[config.mk]
export PLATFORM = sky130hd
export DESIGN_NAME = rs232_reg_responder
export DESIGN_NICKNAME = d
export VERILOG_FILES = /design/src/rtl/rs232_reg_responder.sv
export SDC_FILE = /design/constraint.sdc
export NUM_CORES = 1
export LEC_CHECK = 0
export ABC_CLOCK_PERIOD_IN_PS = 2890
export BUFFER_PORTS_ARGS = -buffer_cell sky130_fd_sc_hd__buf_4
export CAP_MARGIN = 10
export CORE_UTILIZATION = 45
export DETAILED_ROUTE_END_ITERATION = 8
export MAX_ROUTING_LAYER = met4
export PLACE_DENSITY = 0.67
export SYNTH_ARGS = -nofsm -noshare
export SYNTH_HDL_FRONTEND = slang
export SYNTH_SLANG_ARGS = --single-unit
[constraint.sdc]
create_clock -name CLK_50MHZ -period 2.89 [get_ports CLK_50MHZ]
set_input_delay 0.4335 -clock CLK_50MHZ [delete_from_list [all_inputs] [get_ports CLK_50MHZ]]
set_output_delay 0.4335 -clock CLK_50MHZ [all_outputs]
set_load 0.01 [all_outputs]
[src/rtl/rs232_reg_responder.sv]
// -----------------------------------------------------------------------------
// rs232_reg_responder
//
// Responder for the 3-byte serial command protocol (flow, address, data).
// Receives bytes from a UART, turns each complete frame into a single access
// on the internal register bus, and for read frames returns the register
// value as one byte through the UART transmitter.
//
//   flow = 0x00 : write frame -> one REG_WE pulse with REG_ADDR / REG_WDATA
//   flow = 0x01 : read frame  -> one REG_RE pulse, REG_RDATA captured and sent
//
// Parameters
//   TIMEOUT_CYCLES  max clocks between two bytes of one frame (>= 2)
//   RD_LATENCY      clocks from REG_RE to valid REG_RDATA (1..4)
//
// Ports
//   CLK_50MHZ  in   clock, everything on the rising edge
//   RST        in   synchronous active-low reset
//   RX_DONE    in   one-cycle strobe, RX_DATA holds a received byte
//   RX_DATA    in   received byte
//   TX_BUSY    in   UART transmitter busy
//   TX_TRG     out  one-cycle strobe, UART sends TX_DATA
//   TX_DATA    out  byte to transmit (held until next read response)
//   REG_ADDR   out  register address (held until next frame executes)
//   REG_WDATA  out  register write data (held like REG_ADDR)
//   REG_WE     out  one-cycle write strobe
//   REG_RE     out  one-cycle read strobe
//   REG_RDATA  in   register read data
//   FRAME_ERR  out  one-cycle strobe: bad flow byte, timeout or dropped byte
// -----------------------------------------------------------------------------
module rs232_reg_responder #(
    parameter int TIMEOUT_CYCLES = 2_000_000,
    parameter int RD_LATENCY     = 1
) (
    input  logic       CLK_50MHZ,
    input  logic       RST,
    input  logic       RX_DONE,
    input  logic [7:0] RX_DATA,
    input  logic       TX_BUSY,
    output logic       TX_TRG,
    output logic [7:0] TX_DATA,
    output logic [7:0] REG_ADDR,
    output logic [7:0] REG_WDATA,
    output logic       REG_WE,
    output logic       REG_RE,
    input  logic [7:0] REG_RDATA,
    output logic       FRAME_ERR
);

    localparam int TO_W = $clog2(TIMEOUT_CYCLES);
    // The error strobe is registered, so the decision is taken one clock
    // early: the counter reads TIMEOUT_CYCLES-2 in the last waiting clock.
    localparam logic [TO_W-1:0] TO_LAST = TO_W'(TIMEOUT_CYCLES - 2);
    localparam logic [1:0]      RD_LAST = 2'(RD_LATENCY - 1);

    typedef enum logic [2:0] {
        ST_IDLE      = 3'd0,
        ST_WAIT_ADDR = 3'd1,
        ST_WAIT_DATA = 3'd2,
        ST_EXEC      = 3'd3,
        ST_RD_WAIT   = 3'd4,
        ST_TX_REQ    = 3'd5
    } state_t;

    state_t          state_q,     state_d;
    logic            is_read_q,   is_read_d;
    logic [7:0]      addr_buf_q,  addr_buf_d;
    logic [7:0]      reg_addr_q,  reg_addr_d;
    logic [7:0]      reg_wdata_q, reg_wdata_d;
    logic            reg_we_q,    reg_we_d;
    logic            reg_re_q,    reg_re_d;
    logic [7:0]      tx_data_q,   tx_data_d;
    logic            tx_trg_q,    tx_trg_d;
    logic            frame_err_q, frame_err_d;
    logic [TO_W-1:0] to_cnt_q,    to_cnt_d;
    logic [1:0]      rd_cnt_q,    rd_cnt_d;

    always_ff @(posedge CLK_50MHZ) begin
        if (!RST) begin
            state_q     <= ST_IDLE;
            is_read_q   <= 1'b0;
            addr_buf_q  <= 8'd0;
            reg_addr_q  <= 8'd0;
            reg_wdata_q <= 8'd0;
            reg_we_q    <= 1'b0;
            reg_re_q    <= 1'b0;
            tx_data_q   <= 8'd0;
            tx_trg_q    <= 1'b0;
            frame_err_q <= 1'b0;
            to_cnt_q    <= '0;
            rd_cnt_q    <= 2'd0;
        end else begin
            state_q     <= state_d;
            is_read_q   <= is_read_d;
            addr_buf_q  <= addr_buf_d;
            reg_addr_q  <= reg_addr_d;
            reg_wdata_q <= reg_wdata_d;
            reg_we_q    <= reg_we_d;
            reg_re_q    <= reg_re_d;
            tx_data_q   <= tx_data_d;
            tx_trg_q    <= tx_trg_d;
            frame_err_q <= frame_err_d;
            to_cnt_q    <= to_cnt_d;
            rd_cnt_q    <= rd_cnt_d;
        end
    end

    always_comb begin
        state_d     = state_q;
        is_read_d   = is_read_q;
        addr_buf_d  = addr_buf_q;
        reg_addr_d  = reg_addr_q;
        reg_wdata_d = reg_wdata_q;
        reg_we_d    = 1'b0;
        reg_re_d    = 1'b0;
        tx_data_d   = tx_data_q;
        tx_trg_d    = 1'b0;
        frame_err_d = 1'b0;
        to_cnt_d    = to_cnt_q;
        rd_cnt_d    = rd_cnt_q;

        case (state_q)
            ST_IDLE: begin
                to_cnt_d = '0;
                if (RX_DONE) begin
                    if (RX_DATA[7:1] == 7'd0) begin
                        is_read_d = RX_DATA[0];
                        state_d   = ST_WAIT_ADDR;
                    end else begin
                        frame_err_d = 1'b1;
                    end
                end
            end

            ST_WAIT_ADDR: begin
                if (RX_DONE) begin
                    addr_buf_d = RX_DATA;
                    to_cnt_d   = '0;
                    state_d    = ST_WAIT_DATA;
                end else if (to_cnt_q == TO_LAST) begin
                    frame_err_d = 1'b1;
                    to_cnt_d    = '0;
                    state_d     = ST_IDLE;
                end else begin
                    to_cnt_d = to_cnt_q + TO_W'(1);
                end
            end

            ST_WAIT_DATA: begin
                if (RX_DONE) begin
                    // Bus outputs and the strobe are registered on the edge
                    // that enters EXEC, so they are visible during EXEC,
                    // one clock after the third byte.
                    reg_addr_d = addr_buf_q;
                    to_cnt_d   = '0;
                    if (is_read_q) begin
                        reg_re_d = 1'b1;
                    end else begin
                        reg_wdata_d = RX_DATA;
                        reg_we_d    = 1'b1;
                    end
                    state_d = ST_EXEC;
                end else if (to_cnt_q == TO_LAST) begin
                    frame_err_d = 1'b1;
                    to_cnt_d    = '0;
                    state_d     = ST_IDLE;
                end else begin
                    to_cnt_d = to_cnt_q + TO_W'(1);
                end
            end

            ST_EXEC: begin
                frame_err_d = RX_DONE;
                rd_cnt_d    = 2'd0;
                state_d     = is_read_q ? ST_RD_WAIT : ST_IDLE;
            end

            ST_RD_WAIT: begin
                frame_err_d = RX_DONE;
                if (rd_cnt_q == RD_LAST) begin
                    tx_data_d = REG_RDATA;
                    // Fire straight away when the transmitter is free so the
                    // response leaves RD_LATENCY+2 clocks after the last byte.
                    if (!TX_BUSY) begin
                        tx_trg_d = 1'b1;
                        state_d  = ST_IDLE;
                    end else begin
                        state_d = ST_TX_REQ;
                    end
                end else begin
                    rd_cnt_d = rd_cnt_q + 2'd1;
                end
            end

            ST_TX_REQ: begin
                frame_err_d = RX_DONE;
                if (!TX_BUSY) begin
                    tx_trg_d = 1'b1;
                    state_d  = ST_IDLE;
                end
            end

            default: begin
                state_d = ST_IDLE;
            end
        endcase
    end

    assign TX_TRG    = tx_trg_q;
    assign TX_DATA   = tx_data_q;
    assign REG_ADDR  = reg_addr_q;
    assign REG_WDATA = reg_wdata_q;
    assign REG_WE    = reg_we_q;
    assign REG_RE    = reg_re_q;
    assign FRAME_ERR = frame_err_q;

endmodule
==> flow_summary.toml, run 1 <==
[global_routing]
grt_pass1_vias = 2088
grt_util_met2 = 0.301
grt_max_degree = 34
met3_usage = 0.0632
gr-usage-all-layers = 0.197
grt_overflow = 0
antenna_found_initial = 0
grt_pass1_wl_mm = 9.35
grtUsageMet1 = 0.247
grt_most_used_layer = "met2"

[synthesis]
synth_common_cells = "63 x dfxtp_1, 46 x nor2_1, 35 x nand2_1"
yosys_warnings = 0
yosysUniqueCellTypes = 43
netlist.area_leader.share = 0.472
yosysSeqAreaShare = 0.472
synth.cell_area_um2 = 2670
synth-edff-count = 0
async_flop_share = 0
synth-seq-cells = 63
synth_area_leader_cell = "dfxtp_1"
avgSynthCellArea_um2 = 8.70
synthFlopType = "dfxtp_1"
synth_cells = 307
ys_top_cells_by_area = "dfxtp_1 47%, nor2_1 6.5%, mux2i_1 6.4%, xor2_1 5.2%, nand2_1 4.9%"
synth.most_common_cell = "dfxtp_1"
syn_nets = 330

[clock_tree]
path_clk_slew_ns = 0.06
cts_sinks = 63
htreeDepth = 3
cts.path.max_buffers = 2
cts_buffers = 9
cts_resized = 0
holdBufCountCts = 0
post_cts_buffers = 0
cts_tree = "built"
clockRootBuffer = "clkbuf_8"
worstSkewPairLatency_ns = 0.33

[layout]
seq_area_um2 = 1260
num_antenna_cells = 0
num-fill-cells = 519
layout-drive-gt1-share = 0.189
nets = 377
area.growth.synth_to_final_pct = 21.7
final-instance-count-excl-fill = 431
multiInputGateArea_um2 = 1330

[floorplanning]
fp.dieW_um = 79.0
die_h_um = 79.0
die_area_um2 = 6250
initial_core_util = 0.476
ios = 48
row_count = 27
core_area_um2 = 5610

[worst_setup_path]
cp-end-kind = "register"
cp.required_ns = 3.09
crit_fanout = 17
critPathArrivalTime_ns = 2.24
critPathLaunchType = "register"
critPathKind = "reg -> reg"

[place]
hpwlAfterDp_mm = 3.85
port_buffers = 47
gp_congestion = 0.778
post-place-cells = 415

[sta]
fin_skew_ns = 0.00528
maxSlewHeadroom = 0.605
post-route-min-period_ns = 2.04
finalSetupTns_ns = 0
finalSetupViolCount = 0
rsz0062_at_grt = "no"
worstMarginPinSlew_ns = 0.591
fmax_ghz = 0.490
final-hold-violation-count = 0
timing.hold.ws_ns = 0.303
slew_violations = 0
fin_crit_sh = 0.707

[route]
post-route-drc-count = 0
ant_nets = 0
vias_per_cell = 5.27
routed_wl_mm = 5.58
firstDrtPassIters = 4
wire_per_inst_um = 13.0
drtIter0Drc = 93
dr_total_vias = 2272

[hold_path]
holdCritPathClass = "in -> reg"

[job]
maxCapViolations = 0

[run_status]
outcome = "finished clean"

[power_and_ir_drop]
powerDensity_nw_per_um2 = 552
leakage_uw = 0.00119
ir_drop_mv = 0.327
==> sequential cells by signal (all words and copies together), names as in the netlist, 2 cells and up <==
name	cells
addr_buf_q	8
TX_DATA	8
REG_ADDR	8
state_q	3
REG_WDATA	8
rd_cnt_q	2
to_cnt_q	21
==> placed cells by master, fill, tap and decap left out, types with 2 or more instances in the layout <==
| cell | synthesis | layout |
|---|---|---|
| a211oi_1 | 3 | 3 |
| a21oi_1 | 21 | 21 |
| a221oi_1 | 2 | 2 |
| a31oi_1 | 2 | 2 |
| and2_1 | 2 | 2 |
| and3_1 | 6 | 6 |
| and4_1 | 2 | 2 |
| buf_4 | 0 | 50 |
| clkbuf_1 | 12 | 2 |
| clkbuf_8 | 0 | 11 |
| clkinv_2 | 0 | 2 |
| dfxtp_1 | 63 | 63 |
| ha_1 | 3 | 3 |
| inv_1 | 5 | 5 |
| mux2i_1 | 17 | 17 |
| nand2_1 | 35 | 35 |
| nand2b_1 | 6 | 6 |
| nand3_1 | 11 | 11 |
| nand3b_1 | 5 | 5 |
| nand4_1 | 6 | 6 |
| nor2_1 | 46 | 46 |
| nor2b_1 | 2 | 2 |
| nor3_1 | 4 | 4 |
| nor4_1 | 3 | 3 |
| o21ai_0 | 11 | 11 |
| o31ai_1 | 3 | 3 |
| or2_2 | 2 | 2 |
| or3_1 | 2 | 2 |
| xor2_1 | 16 | 16 |
==> layer usage <==
layer | vias to the layer above | wire length, um
met5 | - | 0
met4 | 0 | 62
met3 | 8 | 215
met2 | 38 | 2580
met1 | 1069 | 2720
li1 | 1157 | -
==> stage by stage <==
stage	setup WS [ns]	cell area [um2]	total power, uW	utilization
floorplan	1.12	2670	1080	-
global placement	0.897	3080	1140	0.548
detailed placement	0.867	3080	1140	0.548
CTS	0.849	3250	1820	0.580
global route	0.646	3250	1880	0.580
finish	0.848	3250	1800	0.580
==> power breakdown <==
group / switching, uW / internal (uW)
clock network: 315 / 356
logic: 106 / 87.2
registers: 30.6 / 901
total: 452 / 1340
==> path summary, 6_finish.rpt <==
kind                                    from          end  slack (ns)  cells after the start
worst min-delay path                 TX_BUSY       TX_TRG        0.30                      2
worst max-delay path            to_cnt_q[11]  to_cnt_q[9]        0.85                      5
worst min register to register   REG_ADDR[4]  REG_ADDR[4]        0.46                      2
worst max register to register  to_cnt_q[11]  to_cnt_q[9]        0.85                      5
==> logic make-up after synthesis <==
family | count (synthesis) | share of synthesized area
AOI/OAI and AO/OA | 51 | 0.120
xor gates and xnor gates | 17 | 0.0557
adders and majority gates | 3 | 0.0141
buffers and inverters | 20 | 0.0314
DFF | 63 | 0.472
muxes | 17 | 0.0637
and+or+nand+nor | 136 | 0.243
==> critical path: stages, from the launching register on <==
cell and delay, ns:
dfxtp_1 0.35, nor4_1 0.29, nand3b_1 0.17, o41a_1 0.57
o21ai_4 0.43, nor2_1 0.10
==> cell type report <==
type,instances,area share
Multi-Input combinational cell,224,0.408
Inverter,6,0.00693
Tap cell,72,0.0277
Sequential cell,63,0.388
Clock inverter,3,0.00539
Timing Repair Buffer,50,0.115
Clock buffer,13,0.0489
Power figures use the tool's default switching activity.
==> run 2: changes to the inputs <==
--- a/config.mk
+++ b/config.mk
@@ -5,7 +5,7 @@
 export SDC_FILE = /design/constraint.sdc
 export NUM_CORES = 1
 export LEC_CHECK = 0
-export ABC_CLOCK_PERIOD_IN_PS = 2890
+export ABC_CLOCK_PERIOD_IN_PS = 2000
 export BUFFER_PORTS_ARGS = -buffer_cell sky130_fd_sc_hd__buf_4
 export CAP_MARGIN = 10
 export CORE_UTILIZATION = 45
==> constraint.sdc (replaced) <==
create_clock -name CLK_50MHZ -period 2 [get_ports CLK_50MHZ]
set_input_delay 0.3 -clock CLK_50MHZ [delete_from_list [all_inputs] [get_ports CLK_50MHZ]]
set_output_delay 0.3 -clock CLK_50MHZ [all_outputs]
set_load 0.01 [all_outputs]
==> flow_summary.toml, run 2 (synthesis results as in run 1) <==
[worst_setup_path]
crit_buf_inv = 1
critPathLaunchType = "register"
critPathArrivalTime_ns = 2.08
cpMaxStageDelayCell = "o41a_1"
cp-end-kind = "register"
critical-path-top-delay-family = "compound AO/OA/AOI/OAI gates"
crit_fanout = 17
cp.required_ns = 2.22
crit_chain = "nor4_1, nand3b_1, o41a_1, o21ai_4, buf_12, nor2_1"
critPathKind = "reg -> reg"
max_stage_delay_ns = 0.56

[sta]
fin_crit_sh = 0.929
worstMarginPinSlew_ns = 0.441
final-hold-violation-count = 0
fin_skew_ns = 0.00879
fmax_ghz = 0.538
maxSlewHeadroom = 0.702
rsz0062_at_grt = "no"
post-route-min-period_ns = 1.86
setup_slack_ns = 0.143
slew_violations = 0
finalSetupViolCount = 0
finalSetupTns_ns = 0

[clock_tree]
worstSkewPairLatency_ns = 0.34
cts_buffers = 9
htreeDepth = 3
path_clk_slew_ns = 0.07
cts_tree = "built"
cts.path.max_buffers = 2
cts_sinks = 63
clockRootBuffer = "clkbuf_8"

[layout]
area.growth.synth_to_final_pct = 26.5
most-common-layout-cells = "63 x dfxtp_1, 59 x buf_4, 46 x nor2_1"
layout_commonest_cell = "dfxtp_1"
num_antenna_cells = 0
stdcell_area_um2 = 3380
layout-drive-gt1-share = 0.217
largest_register = "to_cnt_q"
largest_reg_flops = 21
nets = 387

[global_routing]
grt_pass1_vias = 2052
antenna_found_initial = 0
grt_max_degree = 18
grt_pass1_wl_mm = 9.62
grt_overflow = 0
gr-usage-all-layers = 0.206

[floorplanning]
ios = 48
core_area_um2 = 5610
fp.dieW_um = 79.0
die_h_um = 79.0
initial_core_util = 0.476
row_count = 27
die_area_um2 = 6250

[route]
vias_per_cell = 5.21
dr_total_vias = 2296
firstDrtPassIters = 4
routed_wl_mm = 5.75
drtIter0Drc = 176
post-route-drc-count = 0
wire_per_inst_um = 13.0
ant_nets = 0

[power_and_ir_drop]
swShare = 0.243
power.total_uw = 2810
ir_drop_mv = 0.399
p_int_uw = 2130
leakage_uw = 0.00127
power_frac_comb = 0.120
powerDensity_nw_per_um2 = 833
p_seq_frac = 0.471
power_switching_uw = 683
power.share.clock = 0.409

[place]
placed_cell_area_um2 = 3160
preCtsSetupSlack_ns = 0.118
hpwlAfterDp_mm = 3.98
gp_congestion = 0.800
port_buffers = 47

[run_status]
outcome = "finished clean"

[hold_path]
holdCritPathClass = "in -> reg"

[job]
maxCapViolations = 0
[run 2: cell types whose count changed in the layout (fill, tap and decap cells not counted), sizes merged]
cell	previous run	this run
clkinvlp	1	0
buf	50	60
bufinv	0	1
[run 2: power groups by stage]
stage / logic, uW / registers (uW) / clock network, uW
after floorplan: 198 / 1360 / 0
after global placement: 336 / 1350 / 0
after detailed placement: 339 / 1350 / 0
after CTS: 339 / 1330 / 1170
after global routing: 377 / 1330 / 1230
final: 338 / 1330 / 1150
[run 2: stage by stage]
stage          utilization  instances  hold WS (ns)
3_3_place_gp         0.564        425         0.441
6_report             0.602        441         0.175
3_5_place_dp         0.564        425         0.444
2_1_floorplan            -        307         0.379
5_1_grt              0.602        441         0.162
4_1_cts              0.601        441         0.162
[run 2: path summary, 6_finish.rpt]
check        cells after the start  slack, ns          start      endpoint
max reg2reg                      6       0.14   to_cnt_q[11]  to_cnt_q[12]
min reg2reg                      2       0.45  addr_buf_q[2]   REG_ADDR[2]
min                              2       0.17        TX_BUSY        TX_TRG
max                              6       0.14   to_cnt_q[11]  to_cnt_q[12]
[run 2: worst reg2reg max path: stages, from the launching register on]
cell      delay (ns)
dfxtp_1         0.35
nor4_1          0.28
nand3b_1        0.16
o41a_1          0.56
o21ai_4         0.19
buf_12          0.16
nor2_1          0.05
[run 2: per-layer routing]
metal,vias to the layer above,share of wire,GRT usage
met5,-,0,-
met4,0,0.010,0.0855
met3,5,0.043,0.0552
met2,45,0.45,0.289
met1,1070,0.49,0.278
li1,1176,-,-
[run 2: what timing repair did]
item / 4_1_cts / 5_1_grt
hold buffers: 0 / 0
setup endpoints to repair: 0 / 17
resized for setup: 0 / 1
endpoints found under the hold margin: 0 / 0
setup buffers: 0 / 0
[run 2: final cells by class]
cell class | instances | area (um2)
clock buffer | 13 | 169
tap | 72 | 90.1
sequential | 63 | 1260
inverter | 6 | 22.5
fill | 511 | 2230
timing repair buffer | 60 | 463
clock inverter | 3 | 40.0
multi-input combinational | 224 | 1330
==> run 3: changes to the inputs <==
--- a/config.mk
+++ b/config.mk
@@ -8,10 +8,12 @@
 export ABC_CLOCK_PERIOD_IN_PS = 2000
 export BUFFER_PORTS_ARGS = -buffer_cell sky130_fd_sc_hd__buf_4
 export CAP_MARGIN = 10
-export CORE_UTILIZATION = 45
+export CELL_PAD_IN_SITES_DETAIL_PLACEMENT = 1
+export CELL_PAD_IN_SITES_GLOBAL_PLACEMENT = 1
+export CORE_UTILIZATION = 41
 export DETAILED_ROUTE_END_ITERATION = 8
 export MAX_ROUTING_LAYER = met4
-export PLACE_DENSITY = 0.67
+export PLACE_DENSITY_LB_ADDON = 0.1
 export SYNTH_ARGS = -nofsm -noshare
 export SYNTH_HDL_FRONTEND = slang
 export SYNTH_SLANG_ARGS = --single-unit
==> flow_summary.toml, run 3 (synthesis results as in run 1) <==
[sta]
finalSetupTns_ns = 0
fmax_ghz = 0.526
fin_skew_ns = 0.00607
final-hold-violation-count = 0
timing.hold.ws_ns = 0.191
post-route-min-period_ns = 1.90
finalSetupViolCount = 0
maxSlewHeadroom = 0.619
slew_violations = 0
fin_crit_sh = 0.951
worstMarginPinSlew_ns = 0.565

[floorplanning]
ios = 48
fp.dieW_um = 82.7
core_area_um2 = 6310
die_h_um = 82.7
row_count = 29
initial_core_util = 0.423
die_area_um2 = 6840

[run_status]
outcome = "finished clean"

[layout]
most-common-layout-cells = "66 x buf_4, 60 x dfxtp_1, 46 x nor2_1"
area.growth.synth_to_final_pct = 30.2
num_antenna_cells = 0
layout-drive-gt1-share = 0.243
layout_commonest_cell = "buf_4"
final_util = 0.551
stdcell_area_um2 = 3480
largest_reg_flops = 21
nets = 394
num-fill-cells = 755
largest_register = "to_cnt_q"

[route]
ant_nets = 0
drtIter0Drc = 67
post-route-drc-count = 0
wire_per_inst_um = 15.1
firstDrtPassIters = 4
dr_total_vias = 2402
vias_per_cell = 5.31
routed_wl_mm = 6.84

[global_routing]
grt_max_degree = 21
grt_overflow = 0
antenna_found_initial = 0
grt_pass1_vias = 2360
gr-usage-all-layers = 0.218
grt_pass1_wl_mm = 10.8

[worst_setup_path]
max_stage_delay_ns = 0.55
critical-path-top-delay-family = "compound AO/OA/AOI/OAI gates"
crit_buf_inv = 1
cp.required_ns = 2.22
critPathArrivalTime_ns = 2.12
crit_chain = "nor4bb_4, nand4b_1, o41a_1, o21ai_4, buf_12, nor2_1"
crit_fanout = 17
cp-end-kind = "register"
cpMaxStageDelayCell = "o41a_1"
critPathLaunchType = "register"
critPathKind = "reg -> reg"

[hold_path]
holdCritPathClass = "in -> reg"

[job]
maxCapViolations = 0

[place]
gp_congestion = 0.808
port_buffers = 47
hpwlAfterDp_mm = 4.89
placed_cell_area_um2 = 3200

[clock_tree]
cts.path.max_buffers = 2
htreeDepth = 3
clockRootBuffer = "clkbuf_8"
worstSkewPairLatency_ns = 0.33
path_clk_slew_ns = 0.07
cts_tree = "built"
cts_buffers = 9
cts_sinks = 63

[power_and_ir_drop]
ir_drop_mv = 0.485
powerDensity_nw_per_um2 = 856
leakage_uw = 0.00132
power.total_uw = 2980
## run 3: cell count changes in the layout (fill, tap and decap cells not counted), sizes merged
cell / before / now
buf: 60 / 67
bufinv: 1 / 2
clkbuf: 13 / 12
clkinv: 3 / 2
## run 3: worst paths after layout
kind / start / endpoint / slack [ns] / depth (start not counted)
setup reg to reg: to_cnt_q[17] / to_cnt_q[16] / 0.1 / 6
setup / recovery: to_cnt_q[17] / to_cnt_q[16] / 0.1 / 6
hold / removal: TX_BUSY / TX_TRG / 0.19 / 2
hold reg to reg: addr_buf_q[5] / REG_ADDR[5] / 0.46 / 2
## run 3: routing by layer
metal  track usage  up-vias  part of all wire
li1              -     1185                 -
met1         0.241     1177              0.46
met2         0.384       32              0.51
met3        0.0396        8             0.025
met4        0.0879        0             0.012
met5             -        -                 0
## run 3: power by group
group | leakage, uW | switching (uW) | internal [uW]
clock | 0.000118 | 475 | 795
combinational | 0.000688 | 198 | 180
sequential | 0.000510 | 27.4 | 1300
## run 3: final cells by class
type / instances / area [um2] / area share
Clock buffer: 12 / 165 / 0.0475
Clock inverter: 3 / 65.1 / 0.0187
Timing Repair Buffer: 67 / 515 / 0.148
Multi-Input combinational cell: 224 / 1350 / 0.388
Inverter: 6 / 22.5 / 0.00648
Sequential cell: 63 / 1260 / 0.364
Tap cell: 77 / 96.3 / 0.0277
## run 3: repair_timing
item / CTS / global route
hold endpoints to repair: 0 / 0
endpoints found under the setup margin: 3 / 18
pin swaps: 0 / 3
gates resized for setup: 1 / 5
buffers inserted: 0 / 3
hold buffers: 0 / 0
cloned: 0 / 0
## run 3: per-stage QoR
step | instances | setup WS, ns
5_1_grt | 452 | -0.0171
3_3_place_gp | 434 | 0.123
6_report | 452 | 0.0985
4_1_cts | 449 | 0.0588
2_1_floorplan | 307 | 0.229
3_5_place_dp | 434 | 0.0222
## run 3: worst register-to-register path: stages, from the launching register on
cell      delay [ns]
dfxtp_2         0.34
nor4bb_4        0.32
nand4b_1        0.16
o41a_1          0.55
o21ai_4         0.19
buf_12          0.17
nor2_1          0.06
